==> config.mk <==
export PLATFORM = sky130hd
export DESIGN_NAME = ic_rep_arbiter
export DESIGN_NICKNAME = d
export VERILOG_FILES = /design/src/rtl/ic_rep_arbiter.sv
export SDC_FILE = /design/constraint.sdc
export NUM_CORES = 1
export LEC_CHECK = 0
export CAP_MARGIN = 15
export CORE_ASPECT_RATIO = 0.8
export CORE_MARGIN = 5
export CORE_UTILIZATION = 40
export CTS_CLUSTER_DIAMETER = 200
export DETAILED_ROUTE_END_ITERATION = 10
export PLACE_DENSITY = 0.82
export SYNTH_ARGS = -nofsm -noshare
export SYNTH_HDL_FRONTEND = slang
export SYNTH_SLANG_ARGS = --single-unit
==> constraint.sdc <==
create_clock -name clk -period 2 [get_ports clk]
set_input_delay 0.4 -clock clk [delete_from_list [all_inputs] [get_ports clk]]
set_output_delay 0.4 -clock clk [all_outputs]
set_load 0.05 [all_outputs]
==> src/rtl/ic_rep_arbiter.sv <==
// Arbitrates inst-line transfers between local memory lines and network replies toward ic_download.
// Define IC_ARB_ROUND_ROBIN_EN for round-robin tie-breaking; otherwise memory always wins a tie.
module ic_rep_arbiter (
    input  logic         clk,
    input  logic         rst,
    input  logic [127:0] mem_flits_in,
    input  logic         v_mem_flits_in,
    output logic         mem_ack,
    input  logic [15:0]  rep_flit_in,
    input  logic         v_rep_flit_in,
    input  logic [1:0]   rep_ctrl_in,
    output logic         rep_flit_pop,
    input  logic         ic_download_state,
    output logic [127:0] mem_flits_ic,
    output logic         v_mem_flits_ic,
    output logic [15:0]  rep_flit_ic,
    output logic         v_rep_flit_ic,
    output logic [1:0]   rep_ctrl_ic,
    output logic [1:0]   arb_state,
    output logic         err_proto
);

    typedef enum logic [1:0] {
        IDLE  = 2'b00,
        NET   = 2'b01,
        DRAIN = 2'b10
    } state_t;

    localparam logic [1:0] CTRL_HEAD = 2'b01;
    localparam logic [1:0] CTRL_BODY = 2'b10;
    localparam logic [1:0] CTRL_TAIL = 2'b11;
    // Head plus seven bodies have been forwarded when the count reaches this value.
    localparam logic [3:0] LAST_CNT  = 4'd8;

    state_t     state, state_nx;
    logic [3:0] flit_cnt, flit_cnt_nx;
    logic       drain_seen, drain_seen_nx;
    logic       grant_mem, grant_net;
    logic       pop, fwd, set_err;
    logic [1:0] fwd_ctrl;
    logic       mem_req, net_req, mem_first;

    assign mem_req = v_mem_flits_in;
    assign net_req = v_rep_flit_in && (rep_ctrl_in == CTRL_HEAD);

`ifdef IC_ARB_ROUND_ROBIN_EN
    logic last_grant_mem;

    always_ff @(posedge clk) begin
        if (rst)
            last_grant_mem <= 1'b0;
        else if (grant_mem)
            last_grant_mem <= 1'b1;
        else if (grant_net)
            last_grant_mem <= 1'b0;
    end

    assign mem_first = ~last_grant_mem;
`else
    assign mem_first = 1'b1;
`endif

    always_comb begin
        state_nx      = state;
        flit_cnt_nx   = flit_cnt;
        drain_seen_nx = drain_seen;
        grant_mem     = 1'b0;
        grant_net     = 1'b0;
        pop           = 1'b0;
        fwd           = 1'b0;
        fwd_ctrl      = rep_ctrl_in;
        set_err       = 1'b0;
        if (!rst) begin
            case (state)
                IDLE: begin
                    if (!ic_download_state) begin
                        if (mem_req && (!net_req || mem_first)) begin
                            grant_mem     = 1'b1;
                            state_nx      = DRAIN;
                            drain_seen_nx = 1'b0;
                        end else if (net_req) begin
                            grant_net   = 1'b1;
                            pop         = 1'b1;
                            fwd         = 1'b1;
                            flit_cnt_nx = 4'd1;
                            state_nx    = NET;
                        end else if (v_rep_flit_in) begin
                            // Orphan flit (e.g. rest of a packet cut by reset): discard to resync.
                            pop     = 1'b1;
                            set_err = 1'b1;
                        end
                    end
                end
                NET: begin
                    if (v_rep_flit_in) begin
                        pop = 1'b1;
                        case (rep_ctrl_in)
                            CTRL_BODY: begin
                                fwd = 1'b1;
                                if (flit_cnt == LAST_CNT) begin
                                    fwd_ctrl      = CTRL_TAIL;
                                    set_err       = 1'b1;
                                    state_nx      = DRAIN;
                                    drain_seen_nx = 1'b0;
                                end else begin
                                    flit_cnt_nx = flit_cnt + 4'd1;
                                end
                            end
                            CTRL_TAIL: begin
                                fwd           = 1'b1;
                                flit_cnt_nx   = flit_cnt + 4'd1;
                                set_err       = (flit_cnt != LAST_CNT);
                                state_nx      = DRAIN;
                                drain_seen_nx = 1'b0;
                            end
                            default: set_err = 1'b1;
                        endcase
                    end
                end
                DRAIN: begin
                    if (drain_seen && !ic_download_state)
                        state_nx = IDLE;
                    else
                        drain_seen_nx = 1'b1;
                end
                default: state_nx = IDLE;
            endcase
        end
    end

    assign mem_ack      = grant_mem;
    assign rep_flit_pop = pop;
    assign arb_state    = state;

    always_ff @(posedge clk) begin
        if (rst) begin
            state          <= IDLE;
            flit_cnt       <= 4'd0;
            drain_seen     <= 1'b0;
            v_mem_flits_ic <= 1'b0;
            v_rep_flit_ic  <= 1'b0;
            mem_flits_ic   <= '0;
            rep_flit_ic    <= '0;
            rep_ctrl_ic    <= '0;
            err_proto      <= 1'b0;
        end else begin
            state          <= state_nx;
            flit_cnt       <= flit_cnt_nx;
            drain_seen     <= drain_seen_nx;
            v_mem_flits_ic <= grant_mem;
            v_rep_flit_ic  <= fwd;
            if (grant_mem)
                mem_flits_ic <= mem_flits_in;
            if (fwd) begin
                rep_flit_ic <= rep_flit_in;
                rep_ctrl_ic <= fwd_ctrl;
            end
            err_proto <= err_proto | set_err;
        end
    end

endmodule

==> results of run 1 <==
## cell usage after synthesis
cell and count:
nor2_1 7, a41oi_1 1, dfxtp_1 156, or3_4 2, ha_1 2, inv_1 8, o211ai_1 2, or3b_2 1
buf_6 2, o21ai_0 4, nand2_1 291, nand3b_1 131, buf_2 16, nand3_1 4, and4b_1 1, a21o_1 1
nor2b_1 1, mux2i_1 1, o22ai_1 1, and3b_1 1, o21ai_2 1, a21oi_1 20, nand4b_1 1, o31a_1 1
o21ai_1 1, a31oi_1 1, clkbuf_1 27, xnor2_1 1, or4_1 1, o2bb2ai_1 1, nand2b_1 4, nor3_1 3
a21oi_2 2, o31ai_4 1, a211o_1 1, buf_1 3
## how the worst max path moves through the flow
stage | end | depth (start not counted)
detailed placement | rep_flit_ic[12] | 6
floorplan | rep_flit_pop | 2
finish | mem_flits_ic[11] | 1
global placement | rep_flit_ic[5] | 6
CTS | mem_flits_ic[109] | 1
global route | rep_flit_pop | 5
## cells in the final DEF, fill, tap and decap left out, types with 2 or more instances in the layout
master,synthesis,layout
a21oi_1,20,20
a21oi_2,2,2
buf_12,0,14
buf_4,0,29
bufinv_16,0,4
clkbuf_1,27,2
clkbuf_16,0,17
clkdlybuf4s50_1,0,201
clkinv_2,0,3
clkinv_4,0,3
dfxtp_1,156,155
dlygate4sd2_1,0,17
dlymetal6s2s_1,0,70
ha_1,2,2
inv_1,8,7
nand2_1,291,291
nand2b_1,4,3
nand3_1,4,4
nand3b_1,131,131
nor2_1,7,7
nor3_1,3,2
o211ai_1,2,2
o21ai_0,4,4
or3_4,2,2
## registers in the layout (all words and copies together), names as in the netlist
name,cells
mem_flits_ic,128
rep_flit_ic,16
flit_cnt,4
arb_state,2
rep_ctrl_ic,2
drain_seen,1
err_proto,1
v_mem_flits_ic,1
v_rep_flit_ic,1
## layer usage
metal  part of all wire  GRT usage
met5                  0          0
met4              0.027     0.0804
met3              0.080     0.0800
met2               0.48      0.349
met1               0.41      0.242
## power by group through the flow
stage               Clock (mW)  Combinational [mW]  Sequential (mW)
global route              3.56                1.62             3.37
floorplan                    0               0.287             3.95
global placement             0                1.55             3.41
CTS                       3.43                1.56             3.35
detailed placement           0                1.56             3.42
finish                    3.36                1.55             3.35
## worst reg2reg max path, delay by kind of cell (launching register included)
family | cells | cell delay [ns]
buf+inv | 1 | 0.17
compound gates | 2 | 0.40
flops | 1 | 0.37
simple gates | 2 | 0.50
## per-stage QoR
stage	util	instances	setup WS (ns)	area (sq um)	hold WS, ns
floorplan	-	702	0.0808	5900	0.472
global placement	0.647	1167	-0.0252	9280	0.441
detailed placement	0.647	1167	-0.0530	9280	0.447
CTS	0.688	1198	0.000806	9870	0.307
global route	0.702	1200	-0.0195	10100	0.319
finish	0.702	1200	0.0280	10100	0.322
## kinds of logic (layout without fill, tap and decap cells)
family                     count (synthesis)  in the layout  synth area share
AOI/OAI and AO/OA                         38             38            0.0412
buffers and inverters                     56            370            0.0416
adders and majority gates                  2              2           0.00425
DFF                                      156            156             0.530
and+or+nand+nor                          448            448             0.379
xor gates and xnor gates                   1              1           0.00149
muxes                                      1              1           0.00170
## timing repair
action,in CTS,in global routing
hold buffers,0,0
setup buffers,0,2
endpoints found under the setup margin,17,71
resized for setup,17,72
## final cells by class
| cell class | count | area (sq um) |
|---|---|---|
| multi-input cells | 490 | 2530 |
| fillers | 1081 | 4280 |
| clock inverters | 11 | 169 |
| repair buffers | 331 | 3530 |
| well taps | 184 | 230 |
| inverters | 8 | 32.5 |
| clock buffers | 20 | 447 |
| flip-flops and latches | 156 | 3120 |
==> flow_summary.json, run 1 <==
{
  "status": "complete, no violations",
  "syn_area_per_cell_sq_um": 8.39,
  "routedWlPerCell_microns": 16.0,
  "syn_area_sq_um": 5890,
  "cpPeakStageDelay_ns": 0.82,
  "rows": 39,
  "track_usage": 0.209,
  "critical_path_class": "reg2out",
  "switching_share": 0.269,
  "p_total_mw": 8.26,
  "slew_violations": 0,
  "synth_nets": 855,
  "hold_depth": 3,
  "ys_types": 36,
  "tightest_slew_ns": 0.783,
  "worstSkewPairLatency_ns": 0.41,
  "hp-start": "rst",
  "clkPwrFrac": 0.407,
  "power_frac_seq": 0.406,
  "ir_worst_vdd_mv": 0.576,
  "nets": 1157,
  "worst_setup_path_end_kind": "output port",
  "die_w_microns": 146,
  "die_h_microns": 119,
  "grt_max_degree": 90,
  "ff2ff_path_depth": 5,
  "fmax_ghz": 0.507,
  "crit_buf_inv": 1,
  "synth_top_cell_area_share": 0.530,
  "cp_slowest_cell": "clkdlybuf4s50_1",
  "fp.dieArea_sq_um": 17300,
  "numCtsBuffers": 17,
  "layout_worst_path_cycle_share": 0.986,
  "setup_tns_ns": 0,
  "vias_per_cell": 4.82,
  "dp_hpwl_mm": 13.5,
  "power.switching_mw": 2.22,
  "ys_warn_count": 0,
  "relSlewSlack": 0.478,
  "setup_viol": 0,
  "crit_chain": "clkdlybuf4s50_1",
  "syn_inst": 702,
  "num_antenna_cells": 0,
  "clkSinkCount": 156,
  "critPathLaunchType": "flip-flop",
  "coreArea_sq_um": 14300,
  "clock_tree.buffer_depth": 2,
  "r2r_slack_ns": 0.42,
  "cts_max_level": 4,
  "pin_count": 304,
  "clk_pin_slew_ns": 0.06,
  "grt_first_pass_wirelength_mm": 29.6,
  "yosys_register_bits": 156,
  "ant_nets": 0,
  "min_period_ns": 1.97,
  "drtPass1Iterations": 4,
  "io_buffers": 303,
  "r2r_end": "rep_flit_ic[7]",
  "p_int_mw": 6.04,
  "drt-total-wl_mm": 19.1,
  "critical-path-top-delay-family": "buffers and inverters",
  "crit_required_ns": 1.60,
  "p_leak_nw": 5.49,
  "grt_pass1_vias": 5690,
  "holdPathEnd": "arb_state[1]",
  "power_frac_comb": 0.187,
  "synthTopCellsByArea": "dfxtp_1 (53%), nand2_1 (19%), nand3b_1 (17%)",
  "cts_root_buf": "clkbuf_16",
  "overflow": 0,
  "drive_above_1_share": 0.0817,
  "hp-class": "in2reg",
  "area_growth_syn_to_layout_pct": 71.0,
  "start_util": 0.411,
  "cts_tree": "yes",
  "yosysTopAreaCell": "dfxtp_1",
  "drc": 0,
  "drtIter0Drc": 219,
  "max-cap-violations": 0,
  "r2r_start": "arb_state[0]",
  "power.density_nw_per_um2": 820,
  "crit_start": "mem_flits_ic[11]",
  "gp_congestion": 0.775,
  "num_vias": 5779,
  "ys_seq_area_frac": 0.530,
  "critPathArrivalTime_ns": 1.57,
  "crit_fanout": 2,
  "skew_ns": 0.00809,
  "antenna_found_initial": 0,
  "finalHoldViolations": 0
}
Power figures use the tool's default switching activity.
==> inputs of run 2 (changes only) <==
- GPL_ROUTABILITY_DRIVEN: not set -> 0
- REMOVE_ABC_BUFFERS: not set -> 1
==> run 2 against run 1 <==
  * Wire length grew 1.5%
  * Clock skew grew 0.0020 ns
  * Design area grew 0.25%
  * Worst setup slack gained 0.0071 ns
  * First-iteration DRC count grew 72%
  * Non-clock buffer count shrank 2
  * Register-to-register slack lost 0.02 ns
  * Combinational power is essentially flat
  * Sequential share of layout area shrank 0.064 points
  * Largest cell class unchanged
  * Largest power group unchanged
==> flow_summary.json, run 2 (synthesis results as in run 1) <==
{
  "final_util": 0.704,
  "slew_violations": 0,
  "max-cap-violations": 0,
  "ant_nets": 0,
  "largest_reg_flops": 128,
  "drc": 0,
  "dp_slack_ns": -0.0783,
  "cpPeakStageDelay_ns": 0.82,
  "setup_viol": 0,
  "crit_buf_inv": 1,
  "drtIter0Drc": 376,
  "cts_max_level": 4,
  "layout_common_cells": "nand2_1 (291), clkdlybuf4s50_1 (165), dfxtp_1 (154), nand3b_1 (131), dlymetal6s2s_1 (105)",
  "cp_slowest_cell": "clkdlybuf4s50_1",
  "critPathLaunchType": "flip-flop",
  "overflow": 0,
  "worst_setup_path_end_kind": "output port",
  "num_vias": 5791,
  "cts_tree": "yes",
  "power.density_nw_per_um2": 828,
  "cts_root_buf": "clkbuf_16",
  "grt_first_pass_wirelength_mm": 30.2,
  "layout_worst_path_cycle_share": 0.982,
  "rows": 39,
  "fp.dieArea_sq_um": 17300,
  "grt_pass1_vias": 5755,
  "antenna_found_initial": 0,
  "track_usage": 0.214,
  "finalHoldViolations": 0,
  "nets": 1155,
  "crit_required_ns": 1.60,
  "hp-class": "in2reg",
  "drtPass1Iterations": 4,
  "layout_setup_ws_ns": 0.0351,
  "cts_hold_buf": 0,
  "critPathArrivalTime_ns": 1.56,
  "top_register": "mem_flits_ic",
  "drive_above_1_share": 0.0809,
  "crit_chain": "clkdlybuf4s50_1",
  "die_h_microns": 119,
  "die_w_microns": 146,
  "clk_pin_slew_ns": 0.06,
  "grt_max_degree": 83,
  "worstSkewPairLatency_ns": 0.42,
  "dp_hpwl_mm": 13.4,
  "rsz0062_at_grt": "no",
  "p_leak_nw": 6.04,
  "numCtsBuffers": 17,
  "top_regs": "mem_flits_ic: 128 flops, rep_flit_ic: 16 flops, flit_cnt: 4 flops",
  "skew_ns": 0.0101,
  "routedWlPerCell_microns": 16.2,
  "clock_tree.buffer_depth": 2,
  "num_antenna_cells": 0,
  "start_util": 0.411,
  "fmax_ghz": 0.509,
  "setup_tns_ns": 0,
  "tightest_slew_ns": 0.708,
  "status": "complete, no violations",
  "vias_per_cell": 4.83,
  "drt-total-wl_mm": 19.4,
  "relSlewSlack": 0.528,
  "pin_count": 304,
  "crit_fanout": 2,
  "critical-path-top-delay-family": "buffers and inverters",
  "ir_worst_vdd_mv": 0.876,
  "io_buffers": 303,
  "clkSinkCount": 156,
  "final_common_cell": "nand2_1",
  "min_period_ns": 1.96,
  "coreArea_sq_um": 14300,
  "critical_path_class": "reg2out",
  "area_growth_syn_to_layout_pct": 71.4
}
-- run 2: final timing paths --
kind / slack (ns) / end / depth (start not counted) / startpoint
min: 0.29 / arb_state[1] / 3 / rst
max reg2reg: 0.40 / rep_flit_ic[1] / 5 / arb_state[0]
min reg2reg: 0.45 / rep_flit_ic[0] / 2 / rep_flit_ic[0]
max: 0.04 / mem_flits_ic[38] / 1 / mem_flits_ic[38]
-- run 2: cell type report --
type	instances	area [sq um]
clock buffer	19	433
clock inverter	12	196
fill	1065	4250
inverter	8	32.5
multi-input combinational	490	2530
sequential	156	3130
tap	184	230
timing repair buffer	329	3540
-- run 2: tightest hold or removal path: cells and delay by family --
kind	cells	cell delay, ns
AO/OA/AOI/OAI	1	0.11
buffers and inverters	1	0.10
AND/OR/NAND/NOR	1	0.05
-- run 2: routing by layer --
layer / track usage / wire [microns] / vias to the layer above
met5: 0 / 0 / -
li1: - / - / 2883
met4: 0.0629 / 305 / 0
met1: 0.249 / 7740 / 2661
met2: 0.350 / 9340 / 224
met3: 0.104 / 2040 / 23
-- run 2: report_power, final --
group	leakage [nW]	switching (mW)	internal, mW	total, mW
Combinational	4.47	0.887	0.637	1.52
Clock	0.299	1.28	2.20	3.49
Sequential	1.27	0.0815	3.27	3.35
-- run 2: metrics by stage --
| step | hold WS [ns] | cell area, sq um | power, mW | std cells |
|---|---|---|---|---|
| 5_1_grt | 0.295 | 10100 | 8.66 | 1198 |
| 2_1_floorplan | 0.462 | 5670 | 4.20 | 654 |
| 3_5_place_dp | 0.450 | 9200 | 4.96 | 1165 |
| 3_3_place_gp | 0.443 | 9200 | 4.95 | 1165 |
| 4_1_cts | 0.280 | 9830 | 8.44 | 1198 |
| 6_report | 0.289 | 10100 | 8.36 | 1198 |
-- run 2: timing repair --
action / CTS / global route
buffers inserted: 2 / 0
cloned: 0 / 0
setup endpoints to repair: 21 / 104
resized for setup: 22 / 107
hold endpoints to repair: 0 / 0
==> inputs of run 3 (changes only) <==
- clock period: 2 -> 2.2 ns (I/O delays scaled with it)
==> run 3 against run 2 <==
  * Worst hold slack better by 0.054 ns
  * Via count fell by 0.78%
  * Global-route usage is 0.37 points lower
  * Critical path type is now in2out
  * Largest power group is now registers
==> flow_summary.json, run 3 (synthesis results as in run 1) <==
{
  "grt_pass1_vias": 5552,
  "p_leak_nw": 4.09,
  "die_w_microns": 146,
  "crit_chain": "clkdlybuf4s50_1, nand2b_1, nand3b_1, inv_4, buf_12",
  "antenna_found_initial": 0,
  "fill_cells": 1149,
  "critPathArrivalTime_ns": 1.68,
  "place_inst": 1160,
  "crit_required_ns": 1.76,
  "critPathLaunchType": "input pin",
  "routedWlPerCell_microns": 15.8,
  "r2r_end": "mem_flits_ic[72]",
  "post_cts_buffers": 0,
  "layout_setup_ws_ns": 0.0790,
  "num_antenna_cells": 0,
  "critical-path-top-delay-family": "buffers and inverters",
  "finalHoldViolations": 0,
  "vias_per_cell": 4.82,
  "pin_count": 304,
  "top_regs": "mem_flits_ic: 128 flops, rep_flit_ic: 16 flops, flit_cnt: 4 flops",
  "ant_nets": 0,
  "crit_buf_inv": 3,
  "skew_ns": 0.0113,
  "ff2ff_path_depth": 6,
  "status": "complete, no violations",
  "coreArea_sq_um": 14300,
  "grt_first_pass_wirelength_mm": 29.3,
  "fp.dieArea_sq_um": 17300,
  "nets": 1148,
  "start_util": 0.411,
  "grt_max_degree": 89,
  "r2r_slack_ns": 0.57,
  "hp-class": "in2reg",
  "clkSinkCount": 156,
  "drc": 0,
  "worstSkewPairLatency_ns": 0.42,
  "layout_common_cells": "clkdlybuf4s50_1 (298), nand2_1 (291), dfxtp_1 (156), nand3b_1 (131), a21oi_1 (20)",
  "crit_fanout": 5,
  "cts_max_level": 4,
  "overflow": 0,
  "relSlewSlack": 0.528,
  "ir_worst_vdd_mv": 0.523,
  "p_total_mw": 7.32,
  "hp-start": "rst",
  "drtPass1Iterations": 5,
  "drtIter0Drc": 267,
  "die_h_microns": 119,
  "rows": 39,
  "final_cells": 1192,
  "top_register": "mem_flits_ic",
  "worst_setup_path_end_kind": "output port",
  "dp_hpwl_mm": 13.5,
  "clk_pin_slew_ns": 0.06,
  "area_growth_syn_to_layout_pct": 65.4,
  "final_common_cell": "clkdlybuf4s50_1",
  "dp_slack_ns": 0.0886,
  "numCtsBuffers": 17,
  "critical_path_class": "in2out",
  "setup_viol": 0,
  "setup_tns_ns": 0,
  "drt-total-wl_mm": 18.9,
  "multi_input_area_sq_um": 2520,
  "layout_worst_path_cycle_share": 0.964,
  "slew_violations": 0,
  "rsz0062_at_grt": "no",
  "cpPeakStageDelay_ns": 0.46,
  "num_vias": 5746,
  "clock_tree.buffer_depth": 2,
  "max-cap-violations": 0,
  "min_period_ns": 2.12,
  "cts_root_buf": "clkbuf_16",
  "cp_slowest_cell": "clkdlybuf4s50_1",
  "final_util": 0.679,
  "seq_area_sq_um": 3120,
  "power.density_nw_per_um2": 752,
  "cts_tree": "yes",
  "track_usage": 0.210,
  "r2r_start": "arb_state[0]",
  "cts_hold_buf": 0,
  "largest_reg_flops": 128,
  "holdPathEnd": "arb_state[1]",
  "hold_depth": 3,
  "fmax_ghz": 0.471,
  "tightest_slew_ns": 0.708,
  "io_buffers": 303,
  "drive_above_1_share": 0.0615
}
[run 3: cell types whose count changed in the layout (fill, tap and decap cells not counted), moves of 3 or more]
cell,delta
buf_4,-15
dlymetal6s2s_1,-105
dlygate4sd2_1,-18
bufinv_16,-3
clkdlybuf4s50_1,+133
[run 3: worst min-delay path: stages]
cell and delay (ns):
buf_4 0.10, nor2_1 0.05, o2bb2ai_1 0.11
[run 3: worst max-delay path by stage]
stage                                  from        endpoint  cells after the start
after floorplan                arb_state[0]         mem_ack                      3
after global placement       v_mem_flits_in     flit_cnt[0]                      5
after detailed placement     v_mem_flits_in  rep_flit_ic[6]                      6
after CTS                 ic_download_state         mem_ack                      5
after global routing      ic_download_state         mem_ack                      5
final                     ic_download_state         mem_ack                      5
[run 3: layout make-up]
type,count,share of cell area
clock buffers,21,0.0473
clock inverters,11,0.0122
inverters,8,0.00334
multi-input cells,490,0.259
flip-flops and latches,156,0.321
well taps,184,0.0236
repair buffers,322,0.334
[run 3: timing repair]
action,4_1_cts,5_1_grt
resized for setup,1,1
endpoints found under the setup margin,1,1
hold endpoints to repair,0,0
[run 3: power breakdown]
group / switching, mW / total (mW) / internal (mW)
Clock: 1.15 / 2.88 / 1.72
Sequential: 0.0789 / 3.05 / 2.97
Combinational: 0.800 / 1.39 / 0.595
Total: 2.03 / 7.32 / 5.29
[run 3: routing by layer]
| metal | vias to the layer above | GRT usage | part of all wire |
|---|---|---|---|
| met5 | - | 0 | 0 |
| met4 | 0 | 0.0775 | 0.020 |
| met3 | 25 | 0.105 | 0.11 |
| met2 | 217 | 0.337 | 0.47 |
| met1 | 2639 | 0.243 | 0.41 |
| li1 | 2865 | - | - |
[run 3: stage by stage]
stage / hold WS [ns] / area [sq um]
after CTS: 0.323 / 9740
after global placement: 0.441 / 9160
after floorplan: 0.467 / 5670
after global routing: 0.331 / 9740
after detailed placement: 0.447 / 9160
final: 0.343 / 9740
